<file path="config.mk">
export PLATFORM = sky130hd
export DESIGN_NAME = imem_loader
export DESIGN_NICKNAME = d
export VERILOG_FILES = /design/src/rtl/friscv_pkg.sv /design/src/rtl/word_assembler.sv /design/src/rtl/imem_loader.sv
export SDC_FILE = /design/constraint.sdc
export NUM_CORES = 1
export LEC_CHECK = 0
export ABC_AREA = 1
export CAP_MARGIN = 15
export CORE_MARGIN = 1
export CORE_UTILIZATION = 40
export CTS_CLUSTER_SIZE = 30
export DETAILED_ROUTE_END_ITERATION = 8
export GPL_TIMING_DRIVEN = 0
export MAX_ROUTING_LAYER = met4
export PLACE_DENSITY = 0.61
export SKIP_LAST_GASP = 1
export SYNTH_ARGS = -nofsm -noshare
export SYNTH_HDL_FRONTEND = slang
export SYNTH_SLANG_ARGS = --single-unit
</file>
<file path="constraint.sdc">
create_clock -name clk -period 2.07 [get_ports clk]
set_input_delay 0.207 -clock clk [delete_from_list [all_inputs] [get_ports clk]]
set_output_delay 0.207 -clock clk [all_outputs]
set_load 0.02 [all_outputs]
</file>
<file path="src/rtl/friscv_pkg.sv">
// Shared definitions for the friscv core and its boot-time instruction loader.
package friscv_pkg;

    localparam int unsigned ARCH             = 32;
    localparam int unsigned LOADER_LEN_BYTES = 2;

    typedef enum logic [2:0] {
        IDLE,
        LEN_LO,
        LEN_HI,
        DATA,
        CHECK,
        DONE,
        ERROR
    } loader_state_t;

endpackage

</file>
<file path="src/rtl/word_assembler.sv">
// Shifts accepted bytes into an instruction word, little-endian, and counts bytes per word.
module word_assembler #(
    parameter int unsigned ARCH = friscv_pkg::ARCH
) (
    input  logic            clk,
    input  logic            rst_n,
    input  logic            i_clear,
    input  logic            i_shift,
    input  logic [7:0]      i_byte,
    output logic [ARCH-1:0] o_word,
    output logic            o_full_c
);

    localparam int unsigned BYTES = ARCH / 8;
    localparam int unsigned CW    = (BYTES > 1) ? $clog2(BYTES) : 1;

    logic [ARCH-1:0] r_word;
    logic [CW-1:0]   r_cnt;

    // New bytes enter at the top so the first byte of a word lands in bits 7:0.
    always_ff @(posedge clk or negedge rst_n) begin
        if (!rst_n) begin
            r_word <= '0;
            r_cnt  <= '0;
        end else if (i_clear) begin
            r_word <= '0;
            r_cnt  <= '0;
        end else if (i_shift) begin
            r_word <= {i_byte, r_word[ARCH-1:8]};
            r_cnt  <= r_cnt + CW'(1);
        end
    end

    assign o_full_c = i_shift && (r_cnt == CW'(BYTES - 1));
    assign o_word   = r_word;

endmodule

</file>
<file path="src/rtl/imem_loader.sv">
// Loads a length-prefixed, checksummed byte stream into instruction memory while holding the core in reset.
module imem_loader
    import friscv_pkg::*;
#(
    parameter int unsigned IMEM_DEPTH = 4096,
    parameter int unsigned ARCH       = friscv_pkg::ARCH
) (
    input  logic                          clk,
    input  logic                          rst_n,
    input  logic                          start_in,
    input  logic                          byte_valid_in,
    input  logic [7:0]                    byte_data_in,
    output logic                          byte_ready_out,
    output logic                          imem_we_out,
    output logic [$clog2(IMEM_DEPTH)-1:0] imem_addr_out,
    output logic [ARCH-1:0]               imem_wdata_out,
    output logic                          core_rst_n_out,
    output logic                          done_out,
    output logic                          err_out
);

    localparam int unsigned AW        = $clog2(IMEM_DEPTH);
    localparam int unsigned LW        = 8 * LOADER_LEN_BYTES;
    localparam int unsigned MAX_WORDS = IMEM_DEPTH / 4;

    loader_state_t r_state, w_state_nx;

    logic [LW-1:0]   r_len;
    logic [LW-1:0]   r_widx;
    logic [7:0]      r_cks;
    logic [AW-1:0]   r_addr;
    logic            r_we;
    logic            r_ready;
    logic            r_core_rst_n;
    logic            r_done;
    logic            r_err;

    logic            w_accept;
    logic            w_shift;
    logic            w_clear;
    logic            w_we_nx;
    logic            w_ready_nx;
    logic            w_full;
    logic [LW-1:0]   w_len_full;
    logic [ARCH-1:0] w_word;

    assign w_accept   = byte_valid_in && r_ready;
    assign w_shift    = w_accept && (r_state == DATA);
    assign w_len_full = {byte_data_in, r_len[7:0]};

    word_assembler #(.ARCH(ARCH)) u_asm (
        .clk      (clk),
        .rst_n    (rst_n),
        .i_clear  (w_clear),
        .i_shift  (w_shift),
        .i_byte   (byte_data_in),
        .o_word   (w_word),
        .o_full_c (w_full)
    );

    always_ff @(posedge clk or negedge rst_n) begin
        if (!rst_n) r_state <= IDLE;
        else        r_state <= w_state_nx;
    end

    always_comb begin
        w_state_nx = r_state;
        w_we_nx    = 1'b0;
        w_clear    = 1'b0;
        case (r_state)
            IDLE, DONE, ERROR: begin
                if (start_in) begin
                    w_state_nx = LEN_LO;
                    w_clear    = 1'b1;
                end
            end
            LEN_LO: if (w_accept) w_state_nx = LEN_HI;
            LEN_HI: begin
                if (w_accept) begin
                    if (32'(w_len_full) > 32'(MAX_WORDS)) w_state_nx = ERROR;
                    else if (w_len_full == '0)            w_state_nx = CHECK;
                    else                                  w_state_nx = DATA;
                end
            end
            // The write-pulse cycle stays in DATA with ready low; the last write moves on to CHECK.
            DATA: begin
                if (r_we) begin
                    if (r_widx + LW'(1) == r_len) w_state_nx = CHECK;
                end else if (w_full) begin
                    w_we_nx = 1'b1;
                end
            end
            CHECK: begin
                if (w_accept) w_state_nx = (byte_data_in == r_cks) ? DONE : ERROR;
            end
            default: w_state_nx = IDLE;
        endcase
        w_ready_nx = !w_we_nx && ((w_state_nx == LEN_LO) || (w_state_nx == LEN_HI) ||
                                  (w_state_nx == DATA)   || (w_state_nx == CHECK));
    end

    always_ff @(posedge clk or negedge rst_n) begin
        if (!rst_n) begin
            r_len        <= '0;
            r_widx       <= '0;
            r_cks        <= '0;
            r_addr       <= '0;
            r_we         <= 1'b0;
            r_ready      <= 1'b0;
            r_core_rst_n <= 1'b0;
            r_done       <= 1'b0;
            r_err        <= 1'b0;
        end else begin
            r_we         <= w_we_nx;
            r_ready      <= w_ready_nx;
            r_core_rst_n <= (w_state_nx == DONE);
            r_done       <= (w_state_nx == DONE);
            r_err        <= (w_state_nx == ERROR);
            if (w_clear) begin
                r_len  <= '0;
                r_widx <= '0;
                r_cks  <= '0;
            end else begin
                if (w_accept && (r_state == LEN_LO)) r_len[7:0]  <= byte_data_in;
                if (w_accept && (r_state == LEN_HI)) r_len[15:8] <= byte_data_in;
                if (w_shift)                         r_cks       <= r_cks ^ byte_data_in;
                if (r_we)                            r_widx      <= r_widx + LW'(1);
            end
            if (w_we_nx) r_addr <= AW'({r_widx, 2'b00});
        end
    end

    assign byte_ready_out = r_ready;
    assign imem_we_out    = r_we;
    assign imem_addr_out  = r_addr;
    assign imem_wdata_out = w_word;
    assign core_rst_n_out = r_core_rst_n;
    assign done_out       = r_done;
    assign err_out        = r_err;

endmodule
</file>
==> results.txt, run 1 <==
* Result of the run: complete, but fails checks
- Violations in the final reports: setup timing
- Of the cells placed in the final design, the portion with a size suffix greater than 1 is 11.1%.
* Wire per inst: 14.7 um
- Core outline area: 0.0109 mm2
* Pre-CTS WS: -0.260 ns
- Final core utilization: 51.9%
- TritonCTS built the clock tree.
* Clock Sinks: 91
- For this run, the detailed router's first-pass iteration total came to 4.
* Final worst hold slack: 0.281 ns
* Total chip power: 5.05 mW
- Total negative setup slack: -0.0436 ns
- The startpoint identified for the worst register-to-register timing path is r_widx[1]$_DFFE_PN0P_.
- CP Buf/Inv Count: 0
- Final critical-path required period: 2.10 ns
- IR analysis of the VDD net gives a maximum drop of 0.461 mV.
* Gp weighted congestion: 0.871
- Yosys printed 0 warnings.
- The worst setup path is launched from a flop.
* Post-synthesis instance area: 0.00449 mm2
- In this run, synthesis inferred 0 flip-flops with an integrated enable.
- Pleak: 2.81 nW
* Inserted Clock Buffers: 9
* Mean number of vias per cell: 5.05
* Final slew viol count: 0
* Number of instances in the synthesized netlist: 550
- Setup violations remaining at the end of the flow were counted as 3.
- Initial drt markers: 227
- For this run, the slowest stage of the critical path takes 0.42 ns.
- The number of hold-slack violations in the final timing report was 0.
- The critical path goes through ha_4 > nand2_4 > nor2_4 > nand3_1 > nand2_1 > nand2_1 > nand2_1 > nand2_1 > nor2_2 > nand2_1 > nor2_4 > nand3_2 > a21oi_4 > nand2_1 > nand2_1 > nor2_1.
- Initial Util: 41.3%
- Synthesis inferred 91 register bits.
* Peak fanout along the critical path: 7
- Clk Latency, worst-skew pair: 0.37 ns
- The repair_antennas step left the layout with diodes totalling 0.
- The placed instances occupy a cell area of 0.00528 mm2.
- The final critical path takes up 102% of the cycle.
- Overflow after GRT: 0
* Average cell area after synthesis: 8.17 um2
- At the worst endpoint, the required time is 2.33 ns.
* Main synth FF type: dfrtp_1
- Slew @ Worst Pin: 0.606 ns
- For this run, the top clock speed supported by timing is 475 MHz.
* All-Layer GR Usage: 22.1%
* DRC: 0
- Worst path top cell family by delay: simple AND/OR/NAND/NOR gates
- Clock-pin transition on the worst setup and hold timing paths: 0.10 ns
- After detailed placement, the design holds a cell count of 750.
- Initial antenna violation count: 0
- For the final database, setup skew stands at 0.0143 ns.
- Critical path start-end classification: flop to flop
- Final instance area: 0.00565 mm2
- The slowest stage of the critical path is the dfrtp_1 cell.
- Reg2reg setup slack: -0.03 ns
* Final setup margin: -0.0349 ns
* Routed Wire Length: 11300 um
- DRT antenna net count: 0
- Area of the die: 0.0117 mm2
- Row generation in the floorplan step produced 38 rows.
- Once layout is complete, the cells apart from fillers number 771.
- Endpoint kind of the worst setup timing path: flop
* Port Buffers: 58
- Rel. slew slack: 59.6%
* Class of the tightest hold or removal check: input pin to async pin
- Summing over every cut layer, the via total after detailed routing is 3891.
- Entering global routing, the biggest net connects 68 pins.
- The number of global-route vias before repair came to 3923.
- Setup repair after global routing could not meet its margin everywhere.
* Half-perimeter wire length after placement: 8130 um
- Among the stages of the critical path, the cell type that occurs most often is nand2_1.
- After synthesis, flip-flops and latches occupy 50.7% of the total area.
* Buffer type at the clock tree root: clkbuf_8
- Count of H-tree levels built during CTS: 3
* Maximum root-to-sink buffer count: 2
- Height of the chip: 108 um
* Critical path origin: r_widx[1]$_DFFE_PN0P_
* Arr. time, crit path: 2.36 ns
- I/O pins: 61
- Yosys cell types: 34
- Area grow syn2layout: 25.7%
- Across the run, the number of max-cap violations was 0.
* Net count of the finished layout: 640
* Filler instances: 1023
- For this run, asynchronously set or reset flops after synthesis account for 100%.
- First-pass GRT wire length: 19100 um
- The die is 108 um wide.
- For this design the ratio of total power to cell area is 894 mW/mm2.
==> power breakdown <==
group          switching (mW)  internal [mW]  leakage, nW
Clock                   0.666          0.594        0.107
Combinational           0.986          0.565         1.47
Sequential              0.224           2.01         1.24
Total                    1.88           3.17         2.81
==> repair_timing <==
action / in CTS / in global routing
hold buffers: 1 / 0
setup buffers: 3 / 2
hold endpoints to repair: 24 / 0
gates resized for setup: 12 / 37
endpoints found under the setup margin: 18 / 69
pin swaps: 4 / 6
==> cell type report <==
| cell class | instances | area [um2] | share of cell area [%] |
|---|---|---|---|
| tap | 140 | 175 | 3.10 |
| inverter | 81 | 304 | 5.38 |
| buffer | 19 | 96.3 | 1.71 |
| clock inverter | 6 | 62.6 | 1.11 |
| clock buffer | 10 | 138 | 2.44 |
| multi-input combinational | 359 | 1930 | 34.2 |
| sequential | 91 | 2280 | 40.4 |
| timing repair buffer | 65 | 657 | 11.6 |
==> synthesized netlist by cell type, types with 2 or more instances <==
master    instances  share of area [%]
nor2_1           42                3.5
inv_1            79                6.6
nand2_1         132                 11
buf_4             3               0.50
nor2_2            5               0.70
clkbuf_1         14                1.2
nor3_1            5               0.56
ha_1              2               0.56
nand3_1          39                4.3
nand2_2           3               0.42
a22o_1            7                1.4
xor2_1            9                1.8
nand3b_1          2               0.33
o211ai_1          2               0.33
a31oi_1           6               0.84
dfrtp_1          91                 51
o21ai_0          50                5.6
a21oi_1          10                1.1
a22oi_1          25                4.2
nand4_1           7               0.97
xnor2_1           3               0.58
buf_2             2               0.22
==> path summary, 6_finish.rpt <==
| kind | depth (start not counted) | end |
|---|---|---|
| min | 2 | imem_addr_out[11]$_DFFE_PN0P_ |
| max | 16 | byte_ready_out$_DFF_PN0_ |
| max reg2reg | 16 | byte_ready_out$_DFF_PN0_ |
| min in group clk | 2 | imem_addr_out[7]$_DFFE_PN0P_ |
| min reg2reg | 2 | imem_addr_out[7]$_DFFE_PN0P_ |
| max in group asynchronous | 3 | done_out$_DFF_PN0_ |
==> state kept, by name, indices dropped and copies added, names as in the netlist <==
register	flops
done_out	1
byte_ready_out	1
u_asm.r_cnt	2
r_widx	16
r_state	3
err_out	1
u_asm.o_word	32
r_cks	8
imem_we_out	1
r_len	16
imem_addr_out	10
==> per-layer routing <==
layer  GRT usage, %  wire [um]  part of all wire, %  vias to the layer above
met5              -          0                    0                        -
met4           9.49        239                  2.1                        0
met3           3.13        553                  4.9                       20
met2           34.4       5250                   46                      117
met1           28.7       5280                   47                     1828
li1               -          -                    -                     1926
==> cell usage in the layout, fill, tap and decap left out, drive strengths merged <==
cell and instances:
bufinv 1, a21boi 1, dlygate4sd3 1, nand3b 2
o21bai 1, xnor2 3, nand3 40, dfrtp 91
and2 1, clkinv 4, a31oi 6, ha 2
xnor3 1, o21ai 50, xor2 9, a22o 7
clkbuf 22, nor3 5, inv 82, nand2 135
a22oi 25, xor3 1, conb 2, buf 14
clkdlybuf4s50 57, a21oi 11, o211ai 2, nor2 48
nand4 7
==> kinds of logic after synthesis <==
group | synth area share [%]
xor gates and xnor gates | 3.37
and+or+nand+nor | 22.5
AOI/OAI and AO/OA | 14.1
adders and majority gates | 0.557
other | 0.0835
buffers and inverters | 8.74
DFF | 50.7
No activity file was read; power rests on OpenSTA's default activity.
==> run 2, diff against run 1 <==
PLACE_DENSITY = 0.64   (was 0.61)
clock period = 1.77 ns   (was 2.07 ns; I/O delays follow)
==> run 2 against run 1 <==
The run still ends with setup timing left. Sequential share of layout area fell by 0.55 points. Worst hold slack got worse by 0.021 ns. First-iteration DRC count fell by 12%. Maximum frequency fell by 2.2%. Power rose by 17%. Combinational power rose by 26%. Die area did not move. Final cell count rose by 0.52%. Via count rose by 0.72%. Global-route usage fell by 0.40 points. Critical path type unchanged. Largest power group unchanged. Critical path depth did not move.
==> results.txt, run 2 (synthesis gave the netlist of run 1 again) <==
- The met2 layer wire length in the routed design was 5330 um (+1.6%).
* Layout cells sized above 1: 14.0% (+2.9 points)
* Top library cells by usage in the layout, fill and taps aside: nand2_1 (122), dfrtp_1 (87), inv_1 (76), clkdlybuf4s50_1 (57), o21ai_0 (45)
- The required time of the critical path is 2.03 ns (-0.30 ns).
* Die W: 108 um (unchanged)
* Via count: 3919 (+0.72%)
* Final core utilization: 52.6% (+0.75 points)
* Result of the run: complete, but fails checks
* Endpoint kind of the worst setup timing path: flop
- The cell count of the worst reg-to-reg path was 16 (unchanged).
- The total half-perimeter wirelength after legalization and detailed placement came to 8060 um (-0.82%).
- DRT antenna net count: 0 (unchanged)
- Wire length on met3: 650 um (+18%)
- Violations in the final reports: setup timing
- The wire length per cell came to 14.6 um (-0.72%).
- Routed Wire Length: 11300 um (-0.20%)
* Highest routed metal layer: met4
* Origin of the critical flop-to-flop path: r_widx[1]$_DFFE_PN0P_
* Peak fanout along the critical path: 6 (-1)
* Final worst hold slack: 0.260 ns (-0.0213 ns)
* Total chip power: 5.90 mW (+17%)
- Critical path start-end classification: flop to flop
- The die height was 108 um (unchanged).
* Count of H-tree levels built during CTS: 3 (unchanged)
- The number of global-route vias before repair is 3886 (-0.94%).
* Core outline area: 0.0109 mm2 (unchanged)
- Setup repair after global routing could not meet its margin everywhere.
- Gp weighted congestion: 0.891 (+2.3%)
* Inserted Clock Buffers: 9 (unchanged)
- Power Dens Cells: 1030 mW/mm2 (+15%)
- The first-pass iteration count of the detailed router came to 4 (unchanged).
- The period utilization came to 122% (+20 points).
* Pleak: 2.86 nW (+1.7%)
- The TritonCTS sink count was 91 (unchanged).
- Initial Util: 41.3% (unchanged)
- The sum of overflow across all layers after global routing is 0 (unchanged).
* Critical path origin: r_widx[1]$_DFFE_PN0P_
- I/O pins: 61 (unchanged)
* Number of flip-flops under the largest register name: 32 (unchanged)
- The final setup slack of the worst path was -0.382 ns (-0.347 ns).
- Port Buffers: 58 (unchanged)
- The initial DRC count came to 200 (-12%).
- Maximum number of pins on one net before global-route repair: 66 (-2.9%)
- The per-cell via count in the routed design is 5.06 (+0.20%).
- The overall routing resource usage was 21.7% (-0.40 points).
* Clock-pin transition on the worst setup and hold timing paths: 0.10 ns (about the same)
* Clk Latency, worst-skew pair: 0.37 ns (about the same)
- The number of diodes added for antenna fixing is 0 (unchanged).
- Buffer type at the clock tree root: clkbuf_8
- The count of pins over their slew limit is 0 (unchanged).
* Final critical-path required period: 2.15 ns (+0.0469 ns)
* Net count of the finished layout: 644 (+0.63%)
* Filler instances: 1034 (+1.1%)
- # Max-Cap Violations: 0 (unchanged)
- Final Skew: 0.0134 ns (-0.000826 ns)
* Most frequent standard cell in the layout excluding fill and tap cells: nand2_1
* Rel. slew slack: 62.3% (+2.7 points)
- The number of core rows was 38 (unchanged).
- Final setup fails: 6 (+3)
- Highest clock frequency the design can meet: 465 MHz (-2.2%)
- The initial antenna violation count came to 0 (unchanged).
* DRC: 0 (unchanged)
* Launching element type of the critical path: flop
- CTS tree: yes
- The path class of the tightest hold or removal check is input pin to async pin.
* Met1 routed wirelength after detailed routing: 5100 um (-3.5%)
- Maximum root-to-sink buffer count: 2 (unchanged)
- The worst-case vdd ir drop came to 0.652 mV (+42%).
- Compared with the post-synthesis result, the final layout area differs by 27.5%.
- The area enclosed by the die boundary came to 0.0117 mm2 (unchanged).
* Final hold vios: 0 (unchanged)
* Arr. time, crit path: 2.41 ns (+0.05 ns)
- Slew @ Worst Pin: 0.566 ns (-0.0402 ns)
* First-pass GRT wire length: 18800 um (-1.7%)
==> run 2: changes by cell type in the layout (fill, tap and decap cells not counted), sizes merged <==
| cell | previous run | this run |
|---|---|---|
| buf | 14 | 23 |
| bufinv | 1 | 0 |
| clkbuf | 22 | 17 |
| clkinv | 4 | 3 |
| clkinvlp | 0 | 3 |
| inv | 82 | 81 |
==> run 2: path summary, 6_finish.rpt <==
check | to | slack [ns]
worst max-delay path | byte_ready_out$_DFF_PN0_ | -0.38
max in group asynchronous | r_state[2]$_DFF_PN0_ | 0.84
worst min-delay path | r_widx[3]$_DFFE_PN0P_ | 0.26
worst max register to register | byte_ready_out$_DFF_PN0_ | -0.38
min in group clk | u_asm.r_cnt[0]$_DFFE_PN0P_ | 0.48
worst min register to register | u_asm.r_cnt[0]$_DFFE_PN0P_ | 0.48
==> run 2: worst max-delay path, stage by stage (launching register included) <==
cell and delay (ns):
dfrtp_1 0.42, ha_4 0.18, nand2_4 0.06, nor2_4 0.18
nand2_2 0.10, nand2_2 0.08, nand2_1 0.05, nand2_1 0.06
nand2_1 0.05, nor2_1 0.11, nand3_1 0.13, nor2_2 0.17
nand2_1 0.09, nand2_2 0.09, nand3_1 0.09, nor2_1 0.13
nor2_1 0.05
==> run 2: final cells by class <==
cell class                      count  area [um2]  share of cell area [%]
Clock buffer                       11         141                    2.47
Timing Repair inverter              1        7.51                   0.131
Inverter                           81         312                    5.44
Clock inverter                      5        36.3                   0.633
Multi-Input combinational cell    359        1950                    34.1
Tap cell                          140         175                    3.06
Timing Repair Buffer               69         691                    12.1
Buffer                             18         133                    2.32
Sequential cell                    91        2280                    39.8
==> run 2: metrics by stage <==
stage / worst slack, ns / TNS (ns) / instance area [um2] / std cells
final: -0.382 / -1.74 / 5730 / 775
after global placement: -2.87 / -283.76 / 5260 / 749
after CTS: -0.386 / -1.63 / 5600 / 772
after global routing: -0.549 / -2.80 / 5730 / 775
after floorplan: -0.128 / -0.345 / 4500 / 551
after detailed placement: -0.556 / -27.45 / 5290 / 750
==> run 2: power by group <==
part	leakage, nW	internal, mW	switching, mW
Combinational	1.53	0.762	1.20
Clock	0.0941	0.558	0.773
Sequential	1.24	2.35	0.252
==> run 2: per-layer routing <==
layer,vias up,track usage [%]
met5,-,-
met4,0,8.51
met3,17,3.74
met2,108,34.4
met1,1854,27.5
li1,1940,-
==> run 2: timing repair <==
| action | 4_1_cts | 5_1_grt |
|---|---|---|
| setup endpoints to repair | 88 | 73 |
| endpoints found under the hold margin | 26 | 0 |
| pin swaps | 7 | 14 |
| gates resized for setup | 31 | 51 |
| gates cloned | 0 | 1 |
| hold buffers | 1 | 0 |
| buffers inserted | 7 | 2 |
